==> src/rtl/bf_sequencer_if.sv <==
// Host-side bundle for bf_sequencer: run control, weight-row load handshake,
// relaxation pacing and status. The sequencer drives the slave modport.
interface bf_sequencer_if #(
  parameter int NODES  = 32,
  parameter int ITER_W = 11
);
  localparam int AW = (NODES > 1) ? $clog2(NODES) : 1;

  logic              start;
  logic              abort;
  logic              load_valid;
  logic              relax_update;
  logic              load_ready;
  logic              row_wr;
  logic [AW-1:0]     row_addr;
  logic              read_enable_global;
  logic              iteration_done;
  logic [ITER_W-1:0] iter_count;
  logic              busy;
  logic              done;
  logic              converged;
  logic              neg_cycle;
  logic [2:0]        state;

  modport slave (
    input  start, abort, load_valid, relax_update,
    output load_ready, row_wr, row_addr, read_enable_global, iteration_done,
           iter_count, busy, done, converged, neg_cycle, state
  );

  modport master (
    output start, abort, load_valid, relax_update,
    input  load_ready, row_wr, row_addr, read_enable_global, iteration_done,
           iter_count, busy, done, converged, neg_cycle, state
  );
endinterface

==> src/rtl/bf_sequencer.sv <==
// Bellman-Ford run controller: loads the weight matrix, paces relaxation
// iterations and reports status. Define BF_EARLY_EXIT_EN to stop on convergence.
module bf_sequencer #(
  parameter int NODES        = 32,
  parameter int ITER_CYCLES  = 6,
  parameter int MAX_ITER     = 20,
  parameter int ITER_W       = 11,
  parameter int DRAIN_CYCLES = 2
) (
  input  logic             clk,
  input  logic             rst_global_n,
  bf_sequencer_if.slave    bus
);

  localparam int AW = (NODES > 1) ? $clog2(NODES) : 1;
  localparam int CW = $clog2(ITER_CYCLES);
  localparam int DW = (DRAIN_CYCLES > 1) ? $clog2(DRAIN_CYCLES) : 1;

  typedef enum logic [2:0] {
    S_IDLE  = 3'd0,
    S_LOAD  = 3'd1,
    S_RUN   = 3'd2,
    S_DRAIN = 3'd3,
    S_DONE  = 3'd4
  } state_e;

  state_e            state_q, state_d;
  logic [AW-1:0]     row_addr_q, row_addr_d;
  logic [CW-1:0]     cyc_q, cyc_d;
  logic [DW-1:0]     drain_q, drain_d;
  logic              upd_q, upd_d;
  logic [ITER_W-1:0] iter_q, iter_d;
  logic              conv_q, conv_d;
  logic              neg_q, neg_d;

  logic              u;
  logic [ITER_W-1:0] iter_inc;

  // NOTE: every next-state variable takes its held value first, so no path
  // through the case below can leave one unassigned and infer a latch.
  always_comb begin
    state_d    = state_q;
    row_addr_d = row_addr_q;
    cyc_d      = cyc_q;
    drain_d    = drain_q;
    upd_d      = upd_q;
    iter_d     = iter_q;
    conv_d     = conv_q;
    neg_d      = neg_q;
    u          = upd_q | bus.relax_update;
    iter_inc   = iter_q + ITER_W'(1);

    if (bus.abort) begin
      // Abort only cancels an active run; in IDLE it merely blocks start.
      if (state_q != S_IDLE) begin
        state_d = S_IDLE;
        conv_d  = 1'b0;
        neg_d   = 1'b0;
      end
    end else begin
      case (state_q)
        S_IDLE: begin
          if (bus.start) begin
            state_d    = S_LOAD;
            row_addr_d = '0;
            iter_d     = '0;
            conv_d     = 1'b0;
            neg_d      = 1'b0;
            cyc_d      = '0;
            upd_d      = 1'b0;
          end
        end
        S_LOAD: begin
          if (bus.load_valid) begin
            if (row_addr_q == AW'(NODES - 1)) begin
              row_addr_d = '0;
              state_d    = S_RUN;
            end else begin
              row_addr_d = row_addr_q + AW'(1);
            end
          end
        end
        S_RUN: begin
          if (cyc_q == CW'(ITER_CYCLES - 1)) begin
            cyc_d  = '0;
            upd_d  = 1'b0;
            iter_d = iter_inc;
            if (iter_inc == ITER_W'(MAX_ITER)) begin
              neg_d   = u;
              conv_d  = ~u;
              drain_d = '0;
              state_d = S_DRAIN;
            end
`ifdef BF_EARLY_EXIT_EN
            else if (!u) begin
              conv_d  = 1'b1;
              neg_d   = 1'b0;
              drain_d = '0;
              state_d = S_DRAIN;
            end
`endif
          end else begin
            cyc_d = cyc_q + CW'(1);
            upd_d = u;
          end
        end
        S_DRAIN: begin
          if (drain_q == DW'(DRAIN_CYCLES - 1)) begin
            state_d = S_DONE;
          end else begin
            drain_d = drain_q + DW'(1);
          end
        end
        S_DONE:  state_d = S_IDLE;
        default: state_d = S_IDLE;
      endcase
    end
  end

  // NOTE: state registers use non-blocking assignments so every flop samples
  // the pre-edge values regardless of process evaluation order.
  always_ff @(posedge clk or negedge rst_global_n) begin
    if (!rst_global_n) begin
      state_q    <= S_IDLE;
      row_addr_q <= '0;
      cyc_q      <= '0;
      drain_q    <= '0;
      upd_q      <= 1'b0;
      iter_q     <= '0;
      conv_q     <= 1'b0;
      neg_q      <= 1'b0;
    end else begin
      state_q    <= state_d;
      row_addr_q <= row_addr_d;
      cyc_q      <= cyc_d;
      drain_q    <= drain_d;
      upd_q      <= upd_d;
      iter_q     <= iter_d;
      conv_q     <= conv_d;
      neg_q      <= neg_d;
    end
  end

  // Only row_wr sees an input directly; everything else decodes registers.
  assign bus.load_ready         = (state_q == S_LOAD);
  assign bus.row_wr             = bus.load_valid & (state_q == S_LOAD);
  assign bus.row_addr           = row_addr_q;
  assign bus.read_enable_global = (state_q == S_RUN) && (cyc_q == '0) && (iter_q == '0);
  assign bus.iteration_done     = (state_q == S_RUN) && (cyc_q == CW'(ITER_CYCLES - 1));
  assign bus.iter_count         = iter_q;
  assign bus.busy               = (state_q == S_LOAD) || (state_q == S_RUN) || (state_q == S_DRAIN);
  assign bus.done               = (state_q == S_DONE);
  assign bus.converged          = conv_q;
  assign bus.neg_cycle          = neg_q;
  assign bus.state              = state_q;

endmodule

==> src/flat_wrapper.sv <==
// flat-port wrapper written by rule: the top's interface ports become plain ports
module bf_sequencer_flat 
#(
  parameter int NODES        = 32,
  parameter int ITER_CYCLES  = 6,
  parameter int MAX_ITER     = 20,
  parameter int ITER_W       = 11,
  parameter int DRAIN_CYCLES = 2
)
  (clk, rst_global_n, bus_start, bus_abort, bus_load_valid, bus_relax_update, bus_load_ready, bus_row_wr, bus_row_addr, bus_read_enable_global, bus_iteration_done, bus_iter_count, bus_busy, bus_done, bus_converged, bus_neg_cycle, bus_state);
  bf_sequencer_if #(.NODES(NODES), .ITER_W(ITER_W)) bus_i ();
  input  logic clk;
  input  logic rst_global_n;
  input wire logic [$bits(bus_i.start)-1:0] bus_start;
  input wire logic [$bits(bus_i.abort)-1:0] bus_abort;
  input wire logic [$bits(bus_i.load_valid)-1:0] bus_load_valid;
  input wire logic [$bits(bus_i.relax_update)-1:0] bus_relax_update;
  output wire logic [$bits(bus_i.load_ready)-1:0] bus_load_ready;
  output wire logic [$bits(bus_i.row_wr)-1:0] bus_row_wr;
  output wire logic [$bits(bus_i.row_addr)-1:0] bus_row_addr;
  output wire logic [$bits(bus_i.read_enable_global)-1:0] bus_read_enable_global;
  output wire logic [$bits(bus_i.iteration_done)-1:0] bus_iteration_done;
  output wire logic [$bits(bus_i.iter_count)-1:0] bus_iter_count;
  output wire logic [$bits(bus_i.busy)-1:0] bus_busy;
  output wire logic [$bits(bus_i.done)-1:0] bus_done;
  output wire logic [$bits(bus_i.converged)-1:0] bus_converged;
  output wire logic [$bits(bus_i.neg_cycle)-1:0] bus_neg_cycle;
  output wire logic [$bits(bus_i.state)-1:0] bus_state;
  assign bus_i.start = bus_start;
  assign bus_i.abort = bus_abort;
  assign bus_i.load_valid = bus_load_valid;
  assign bus_i.relax_update = bus_relax_update;
  assign bus_load_ready = bus_i.load_ready;
  assign bus_row_wr = bus_i.row_wr;
  assign bus_row_addr = bus_i.row_addr;
  assign bus_read_enable_global = bus_i.read_enable_global;
  assign bus_iteration_done = bus_i.iteration_done;
  assign bus_iter_count = bus_i.iter_count;
  assign bus_busy = bus_i.busy;
  assign bus_done = bus_i.done;
  assign bus_converged = bus_i.converged;
  assign bus_neg_cycle = bus_i.neg_cycle;
  assign bus_state = bus_i.state;
  bf_sequencer #(.NODES(NODES), .ITER_CYCLES(ITER_CYCLES), .MAX_ITER(MAX_ITER), .ITER_W(ITER_W), .DRAIN_CYCLES(DRAIN_CYCLES)) u_core (.clk(clk), .rst_global_n(rst_global_n), .bus(bus_i));
endmodule
==> config.mk <==
export PLATFORM = sky130hd
export DESIGN_NAME = bf_sequencer_flat
export DESIGN_NICKNAME = d
export VERILOG_FILES = /design/src/rtl/bf_sequencer_if.sv /design/src/rtl/bf_sequencer.sv /design/src/flat_wrapper.sv
export SDC_FILE = /design/constraint.sdc
export NUM_CORES = 1
export LEC_CHECK = 0
export ABC_AREA = 1
export BUFFER_PORTS_ARGS = -buffer_cell sky130_fd_sc_hd__buf_2
export CORE_ASPECT_RATIO = 0.6
export CORE_MARGIN = 5
export CORE_UTILIZATION = 54
export DETAILED_ROUTE_END_ITERATION = 16
export PLACE_DENSITY = 0.78
export SYNTH_ARGS = -nofsm -noshare
export SYNTH_HDL_FRONTEND = slang
export SYNTH_SLANG_ARGS = --single-unit
==> constraint.sdc <==
create_clock -name clk -period 1.95 [get_ports clk]
set_input_delay 0.39 -clock clk [delete_from_list [all_inputs] [get_ports clk]]
set_output_delay 0.39 -clock clk [all_outputs]
set_load 0.005 [all_outputs]
# After elaboration in Yosys (flattened, before gate mapping)
# Index checks and enable logic that the tools add are counted.
[totals]
out_inout_bits = 27
elab_cells = 88
ff_bits = 26
inputBits = 6
[op_classes]
muxes = 35
n_bitwise = 4
eq_ne = 18
addsub = 4
n_reduce_logical = 19
[ops]
columns = ["op", "n"]
rows = [
  ["2-to-1 mux 3 bit", 10],
  ["2-to-1 mux 11 bit", 2],
  ["one-hot mux 11 bit (2 select lines)", 1],
  ["2-to-1 mux 5 bit", 3],
  ["2-to-1 mux 1 bit", 12],
  ["!= test 3 x 2 -> 1 bit (second input constant)", 4],
  ["one-hot mux 3 bit (4 select lines)", 1],
  ["AND reduction 4 bit", 3],
  ["adder 11 x 1 -> 11 bit (second input constant)", 1],
  ["equality test 11 x 5 -> 1 bit (second input constant)", 1],
  ["zero test 11 bit", 1],
  ["one-hot mux 5 bit (2 select lines)", 1],
  ["one-hot mux 1 bit (2 select lines)", 4],
  ["AND reduction 7 bit", 1],
  ["equality test 3 x 2 -> 1 bit (second input constant)", 2],
  ["equality test 3 bit (second input constant)", 2],
  ["zero test 3 bit", 2],
  ["!= test 2 x 1 -> 1 bit (second input constant)", 3],
  ["!= test 3 bit (second input constant)", 2],
  ["one-hot mux 3 bit (2 select lines)", 1],
  ["nonzero test 2 bit", 3],
  ["nonzero test 3 bit", 2],
  ["adder 5 x 1 -> 5 bit (second input constant)", 1],
  ["equality test 5 bit (second input constant)", 1],
  ["other kinds (11)", 16],
]

# Logic depth before layout (Yosys ltp)
# Gate-level depths: netlist (run 1).
[depth]
ltp_word = 6
depth_mapped = 14
depth_no_buf = 14

# Least setup slack after synthesis (run 1)
# OpenSTA, ideal clock, no wires.
[synth_timing]
kind = "register to register"
start = "register u_core.row_addr_q[0], in the netlist u_core.bus.row_addr[0]"
end = "register u_core.state_q[1], in the netlist u_core.bus.state[1]"
stages_incl_launch_ff = 12
period_less_slack_ns = 1.605
t_required_ns = 1.832
path_buffers = 0
t_arrival_ns = 1.488
setup_time_ns = 0.118
path_slack_ns = 0.345
cell_sequence = "dfrtp_1 -> ha_1 -> inv_1 -> nor3_1 -> ha_1 -> nor2_2 -> a21oi_1 -> o21ai_1 -> nor2_1 -> nand3_1 -> nand2_1 -> nand2_1"
[synth_between]
elab_chain_cells = 3
[synth_rtl]
columns = ["item", "line", "text"]
rows = [
  ["start: declaration", "bf_sequencer.sv:28", "logic [AW-1:0] row_addr_q, row_addr_d;"],
  ["start signal: assignment", "bf_sequencer.sv:134", "row_addr_q <= row_addr_d;"],
  ["equality test 5 bit", "bf_sequencer.sv:75", "if (row_addr_q == AW'(NODES - 1)) begin"],
  ["!= test 3 x 2 -> 1 bit (no source line)", "--", ""],
  ["AND reduction 7 bit (no source line)", "--", ""],
  ["end signal: assignment", "bf_sequencer.sv:133", "state_q <= state_d;"],
  ["end: declaration", "bf_sequencer.sv:27", "state_e state_q, state_d;"],
]
# No other way between the ends.
# A chain may end at the register's enable or synchronous reset.

# Worst setup path after layout (run 1)
[layout_timing]
start = "register u_core.iter_q[9], in the netlist u_core.bus.iter_count[9]"
end = "output bus_read_enable_global"
[layout_between]
elab_chain_cells = 2
[layout_rtl]
columns = ["item", "line", "text"]
rows = [
  ["start: declaration", "bf_sequencer.sv:32", "logic [ITER_W-1:0] iter_q, iter_d;"],
  ["start signal: assignment", "bf_sequencer.sv:138", "iter_q <= iter_d;"],
  ["zero test 11 bit", "bf_sequencer.sv:148", "assign bus.read_enable_global = (state_q == S_RUN) && (cyc_q == '0) && (iter_q == '0);"],
  ["logical AND 1 bit", "bf_sequencer.sv:148", ""],
  ["end: declaration", "flat_wrapper.sv:21", "output wire logic [$bits(bus_i.read_enable_global)-1:0] bus_read_enable_global;"],
]
# No other way between the ends.

==> Flow_metrics.wiki, run 1 <==
{| class="wikitable"
! Metric !! Value
|-
| DIE AREA || 4315 sq um
|-
| Crit path arrival time || 1.48 ns
|-
| Count of clock tree sinks || 26
|-
| Power density cells || 923.5 nW/um^2
|-
| First DRT Iteration DRCs || 128
|-
| Final worst clock skew || 0.005024 ns
|-
| Antenna violations before repair || 0
|-
| Post-route non-filler standard cell count || 302
|-
| Final Instance Area || 1954 sq um
|-
| Final estimated routing congestion in global placement || 0.9128
|-
| Run status || complete, no violations
|-
| Routed via count || 1563
|-
| Endpoint type of the worst setup path || output pin
|-
| CTS max path bufs || 2
|-
| Hold violation total from the final report || 0
|-
| Top flip-flop cell by instance count after synthesis || sky130_fd_sc_hd__dfrtp_1
|-
| Total inserted antenna cells || 0
|-
| Floorplan core area || 2909 sq um
|-
| Achievable frequency || 534.5 MHz
|-
| Antenna-violating nets left || 0
|-
| CP cell instances || nor4_2 -> nand4_1 -> nor4_2 -> buf_2
|-
| Avg Vias per Cell || 5.175
|-
| Number of port buffers || 32
|-
| Number of buffers inserted during clock tree synthesis || 3
|-
| Number of synthesized register bits || 26
|-
| Layout Utilization || 67.18%
|-
| Placed Instances || 298
|-
| WP data required || 1.56 ns
|-
| Number of detailed-route iterations in the first pass || 4
|-
| Number of warnings reported in the yosys synthesis log || 0
|-
| Starting Density || 56.99%
|-
| Slack of the critical path || 0.07898 ns
|-
| Net count after synthesis || 233
|-
| Distinct cells, synth || 27
|-
| Crit-path max cell delay || 0.44 ns
|-
| Share of post-route cells with drive strength above 1 || 30.00%
|-
| Instance count of the mapped netlist || 223
|-
| Die boundary height || 52.92 microns
|-
| Tightest Hold Check Type || input pin to asynchronous set/reset pin
|-
| Period minus WS final || 1.871 ns
|-
| I/O pin count || 33
|-
| WS Path Type || register to output pin
|-
| Worst relative slew slack || 61.41%
|-
| Combined global-route utilization of all metal layers || 20.36%
|-
| Number of failing setup endpoints in the final timing report || 0
|-
| Final period utilization || 95.95%
|-
| Total cell area at the placement stage || 1878 sq um
|-
| Cts-stage hold buffer count || 0
|-
| Synthesized area per cell || 7.434 sq um
|-
| Mapped Area || 1658 sq um
|-
| Max VDD drop || 0.4176 mV
|-
| Top library cells by usage in the layout, fill and taps aside || sky130_fd_sc_hd__nand2_1 (44), sky130_fd_sc_hd__buf_2 (32), sky130_fd_sc_hd__inv_1 (31)
|-
| Clock network latency to the later pin of the worst-skew pair || 0.27 ns
|-
| Commonest non-fill, non-tap cell in the layout || sky130_fd_sc_hd__nand2_1
|-
| Width of the die || 81.53 microns
|-
| Global-route wire length before repair || 6.527 mm
|-
| Minimum hold slack || 0.1062 ns
|-
| Wire per inst || 13.25 microns
|-
| Area grow syn2layout || 17.89%
|-
| Post-DP HPWL || 3.059 mm
|-
| Critical path startpoint category || register
|-
| Number of pins with negative max-slew slack in the final report || 0
|-
| Fill cell count || 261
|-
| Share of flip-flops with an asynchronous set or reset after synthesis || 100.0%
|-
| Pre-CTS worst setup slack || 0.1119 ns
|-
| Largest net degree at the start of global routing || 27
|-
| CTS tree || done
|-
| Number of max-cap violations || 0
|-
| Post-Route WL || 4.002 mm
|-
| Via count of the first global-routing pass || 1371
|-
| DR DRC count || 0
|-
| Number of H-tree levels || 1
|-
| Clock slew at the register clock pins of the worst setup and hold paths || 0.09 ns
|-
| EDFF count, synth || 0
|-
| Critical-path top delay cell || sky130_fd_sc_hd__dfrtp_1
|-
| Worst-margin pin slew || 0.5788 ns
|-
| Share of the yosys chip area belonging to registers || 39.25%
|-
| Number of placement rows || 15
|-
| GRT overflow || 0
|-
| Clock root buffer || sky130_fd_sc_hd__clkbuf_8
|-
| Peak fanout along the critical path || 5
|-
| Leakage || 0.9513 nW
|-
| Most frequent cell on the critical path || sky130_fd_sc_hd__nor4_2
|-
| Count of nets after finishing || 272
|}
stage by stage:
| step | TNS, ns | total power, mW |
|---|---|---|
| after global routing | -0.001426 | 1.934 |
| after floorplan | 0 | 1.235 |
| after CTS | 0 | 1.774 |
| final | 0 | 1.805 |
| after global placement | 0 | 1.454 |
| after detailed placement | 0 | 1.468 |
critical path, delay by kind of cell (launching register included):
| family | cells | cell delay, ns |
|---|---|---|
| buffers and inverters | 1 | 0.15 |
| DFF | 1 | 0.44 |
| and+or+nand+nor | 3 | 0.62 |
path summary, 6_finish.rpt:
path                            cells after the start  slack (ns)                              endpoint                                 start
worst min-delay path                                1        0.11  u_core.bus.iter_count[2]$_DFFE_PN0P_                          rst_global_n
worst max-delay path                                4        0.08                bus_read_enable_global  u_core.bus.iter_count[9]$_DFFE_PN0P_
max in group asynchronous                           1        1.43       u_core.bus.state[0]$_DFFE_PN0P_                          rst_global_n
worst min register to register                      2        0.47      u_core.bus.neg_cycle$_DFFE_PN0P_      u_core.bus.neg_cycle$_DFFE_PN0P_
min in group clk                                    4        0.41      u_core.bus.converged$_DFFE_PN0P_                      bus_relax_update
worst max register to register                     10        0.10       u_core.bus.state[1]$_DFFE_PN0P_  u_core.bus.iter_count[0]$_DFFE_PN0P_
cells by family (layout without fill, tap and decap cells):
group | after synthesis | count (layout) | synth area share (%)
flip-flops | 26 | 26 | 39.25
AND/OR/NAND/NOR | 121 | 121 | 37.28
adder cells (fa/ha/maj) | 4 | 4 | 3.019
AO/OA/AOI/OAI | 33 | 33 | 11.32
XOR/XNOR | 1 | 1 | 0.5284
buffers and inverters | 38 | 75 | 8.604
where the power goes:
group / internal (mW) / switching, mW / leakage (nW)
logic: 0.266 / 0.514 / 0.579
clock network: 0.139 / 0.167 / 0.0216
registers: 0.626 / 0.0937 / 0.351
total: 1.03 / 0.774 / 0.951
synthesized netlist by cell type, types with 2 or more instances:
library cell	n	area share, %
sky130_fd_sc_hd__nand2_1	44	10
sky130_fd_sc_hd__inv_1	32	7.2
sky130_fd_sc_hd__dfrtp_1	26	39
sky130_fd_sc_hd__nor2_1	21	4.8
sky130_fd_sc_hd__nand3_1	14	4.2
sky130_fd_sc_hd__o21ai_0	14	4.2
sky130_fd_sc_hd__a21oi_1	10	3.0
sky130_fd_sc_hd__nor3_1	8	2.4
sky130_fd_sc_hd__nand2_2	7	2.6
sky130_fd_sc_hd__nor2_2	7	2.6
sky130_fd_sc_hd__inv_2	6	1.4
sky130_fd_sc_hd__nand4_1	5	1.9
sky130_fd_sc_hd__ha_1	4	3.0
sky130_fd_sc_hd__nand3_2	4	2.4
sky130_fd_sc_hd__nor4_1	4	1.5
sky130_fd_sc_hd__nor2_4	3	2.0
sky130_fd_sc_hd__a21oi_2	2	1.1
sky130_fd_sc_hd__nand2_4	2	1.4
sky130_fd_sc_hd__o22ai_1	2	0.75
sequential cells by signal, indices dropped and copies added, names as in the netlist:
name	cells
u_core.upd_q	1
u_core.bus.neg_cycle	1
u_core.drain_q	1
u_core.bus.iter_count	11
u_core.bus.row_addr	5
u_core.bus.state	3
u_core.bus.converged	1
u_core.cyc_q	3
per-layer routing:
metal | track usage, % | routed length (microns) | vias up
li1 | - | - | 805
met1 | 31.07 | 2140 | 714
met2 | 27.16 | 1589 | 39
met3 | 5.272 | 224 | 5
met4 | 6.742 | 47 | 0
met5 | 0 | 0 | -
repair_timing:
| action | CTS | global route |
|---|---|---|
| buffers inserted | 0 | 1 |
| resized for setup | 1 | 8 |
| setup endpoints to repair | 1 | 5 |
| pin swaps | 0 | 1 |
cell type report:
class	instances	area (sq um)	share of cell area (%)
Clock buffer	3	41.29	2.113
Inverter	38	142.6	7.298
Multi-Input combinational cell	159	889.6	45.52
Timing Repair Buffer	34	175.2	8.963
Sequential cell	26	653.1	33.42
Tap cell	42	52.55	2.689
Power figures use the tool's default switching activity.
==> run 2: changes to the inputs <==
- CORE_UTILIZATION: 54 -> 59
- PLACE_DENSITY: 0.78 -> 0.85
- SLEW_MARGIN: unset -> 20
- clock period: 1.95 -> 2.35 ns (I/O delays scaled with it)
==> run 2 against run 1 <==
Effect of this change: via count increased by 4.4%; routed wire length is 4.4% higher; clock skew is 0.0021 ns lower; first-iteration DRC count is 84% higher; die area down 7.2%; non-clock buffer count is 2 lower; setup slack gained 0.15 ns; final area fell by 2.8%; critical path depth is the same; sequential share of layout area increased by 0.84 points; final cell count down 4.0%; global-route usage up 1.8 points.
==> Flow_metrics.wiki, run 2 (synthesis results as in run 1) <==
{| class="wikitable"
! Metric !! Value
|-
| Worst path buffer plus inverter count || 1
|-
| Max FFs per register || 11
|-
| Worst setup path startpoint || u_core.bus.iter_count[2]$_DFFE_PN0P_
|-
| Power density cells || 776.1 nW/um^2
|-
| CTS-repair resized insts || 0
|-
| Die boundary height || 51.06 microns
|-
| Worst relative slew slack || 61.29%
|-
| Clock slew at the register clock pins of the worst setup and hold paths || 0.08 ns
|-
| Area grow syn2layout || 14.57%
|-
| Minimum hold slack || 0.1816 ns
|-
| WS Path Type || register to output pin
|-
| CTS max path bufs || 2
|-
| Clock root buffer || sky130_fd_sc_hd__clkbuf_8
|-
| Antenna violations before repair || 0
|-
| Tightest Hold Check Type || input pin to asynchronous set/reset pin
|-
| Critical path startpoint category || register
|-
| Critical register-to-register path startpoint || u_core.bus.iter_count[1]$_DFFE_PN0P_
|-
| Most frequent cell on the critical path || sky130_fd_sc_hd__nor4_1
|-
| Floorplan core area || 2592 sq um
|-
| Avg Vias per Cell || 5.624
|-
| Number of pins with negative max-slew slack in the final report || 0
|-
| R2R Setup Slk || 0.44 ns
|-
| Clock network latency to the later pin of the worst-skew pair || 0.28 ns
|-
| Starting Density || 63.95%
|-
| GRT overflow || 0
|-
| Final worst clock skew || 0.002926 ns
|-
| Antenna-violating nets left || 0
|-
| Via count of the first global-routing pass || 1427
|-
| Routed via count || 1631
|-
| Slack of the critical path || 0.2333 ns
|-
| Number of cells on the worst reg-to-reg path || 12
|-
| First DRT Iteration DRCs || 235
|-
| Run status || complete, no violations
|-
| Final estimated routing congestion in global placement || 0.9479
|-
| Achievable frequency || 472.4 MHz
|-
| Number of buffers inserted during clock tree synthesis || 3
|-
| Pre-CTS worst setup slack || 0.4867 ns
|-
| Cell class contributing the biggest share of worst-path delay || simple AND/OR/NAND/NOR gates
|-
| Wire per inst || 14.40 microns
|-
| Number of H-tree levels || 1
|-
| Setup repair after global routing missed its margin || no
|-
| Crit-path max cell delay || 0.47 ns
|-
| I/O pin count || 33
|-
| Top library cells by usage in the layout, fill and taps aside || sky130_fd_sc_hd__nand2_1 (44), sky130_fd_sc_hd__inv_1 (32), sky130_fd_sc_hd__buf_2 (32)
|-
| Number of detailed-route iterations in the first pass || 4
|-
| Largest net degree at the start of global routing || 27
|-
| Endpoint of the lowest-slack register-to-register path || u_core.bus.state[1]$_DFFE_PN0P_
|-
| DIE AREA || 4005 sq um
|-
| Number of failing setup endpoints in the final timing report || 0
|-
| Critical-path top delay cell || sky130_fd_sc_hd__dfrtp_1
|-
| Peak fanout along the critical path || 7
|-
| Commonest non-fill, non-tap cell in the layout || sky130_fd_sc_hd__nand2_1
|-
| Crit path arrival time || 1.65 ns
|-
| CP cell instances || nor4_1 -> nand4_1 -> nor4_1 -> buf_2
|-
| Number of placement rows || 14
|-
| Endpoint type of the worst setup path || output pin
|-
| Number of port buffers || 32
|-
| Total inserted antenna cells || 0
|-
| Period minus WS final || 2.117 ns
|-
| Hold violation total from the final report || 0
|-
| Global-route wire length before repair || 6.879 mm
|-
| CTS tree || done
|-
| Post-DP HPWL || 3.224 mm
|-
| Final period utilization || 90.07%
|-
| Leakage || 0.9473 nW
|-
| Width of the die || 78.44 microns
|-
| Sum of negative setup slack || 0 ns
|-
| Post-Route WL || 4.177 mm
|-
| DR DRC count || 0
|-
| Cts-stage hold buffer count || 0
|-
| Post-CTS setup repair buffer count || 0
|-
| Number of max-cap violations || 0
|-
| Worst-margin pin slew || 0.5807 ns
|-
| WP data required || 1.88 ns
|-
| Max VDD drop || 0.6008 mV
|-
| Share of post-route cells with drive strength above 1 || 25.97%
|-
| Count of nets after finishing || 270
|-
| Combined global-route utilization of all metal layers || 22.18%
|-
| Count of clock tree sinks || 26
|}
## run 2: changes by cell type in the layout (fill, tap and decap cells not counted), sizes merged
| cell | previous run | this run |
|---|---|---|
| buf | 34 | 32 |
## run 2: final cells by class
type / instances / area, sq um
repair buffers: 32 / 160.2
clock buffers: 3 / 41.29
well taps: 32 / 40.04
multi-input cells: 159 / 864.6
fillers: 211 / 693.2
flip-flops and latches: 26 / 650.6
inverters: 38 / 142.6
## run 2: worst max-delay path by stage
stage,end,slack [ns],cells past startpoint
after detailed placement,u_core.bus.state[1]$_DFFE_PN0P_,0.49,12
after CTS,bus_read_enable_global,0.27,4
after global routing,bus_read_enable_global,0.14,4
after floorplan,u_core.bus.state[1]$_DFFE_PN0P_,0.74,11
final,bus_read_enable_global,0.23,4
after global placement,u_core.bus.state[1]$_DFFE_PN0P_,0.55,10
## run 2: stage by stage
step                cells  cell area, sq um  utilization [%]  power, mW
global route          290              1899            73.26      1.581
global placement      287              1858            71.67      1.199
floorplan             223              1658                -      1.025
finish                290              1899            73.26      1.474
CTS                   290              1899            73.26      1.473
detailed placement    287              1858            71.67      1.219
## run 2: layer usage
layer | track usage [%] | share of wire, % | vias up
met3 | 7.018 | 8.8 | 6
li1 | - | - | 807
met4 | 7.267 | 1.4 | 0
met5 | 0 | 0 | -
met2 | 32.10 | 42 | 65
met1 | 31.67 | 48 | 753
## run 2: power by group
group / total, mW / switching (mW) / internal, mW
logic: 0.621 / 0.415 / 0.206
clock network: 0.257 / 0.141 / 0.115
registers: 0.596 / 0.0783 / 0.518
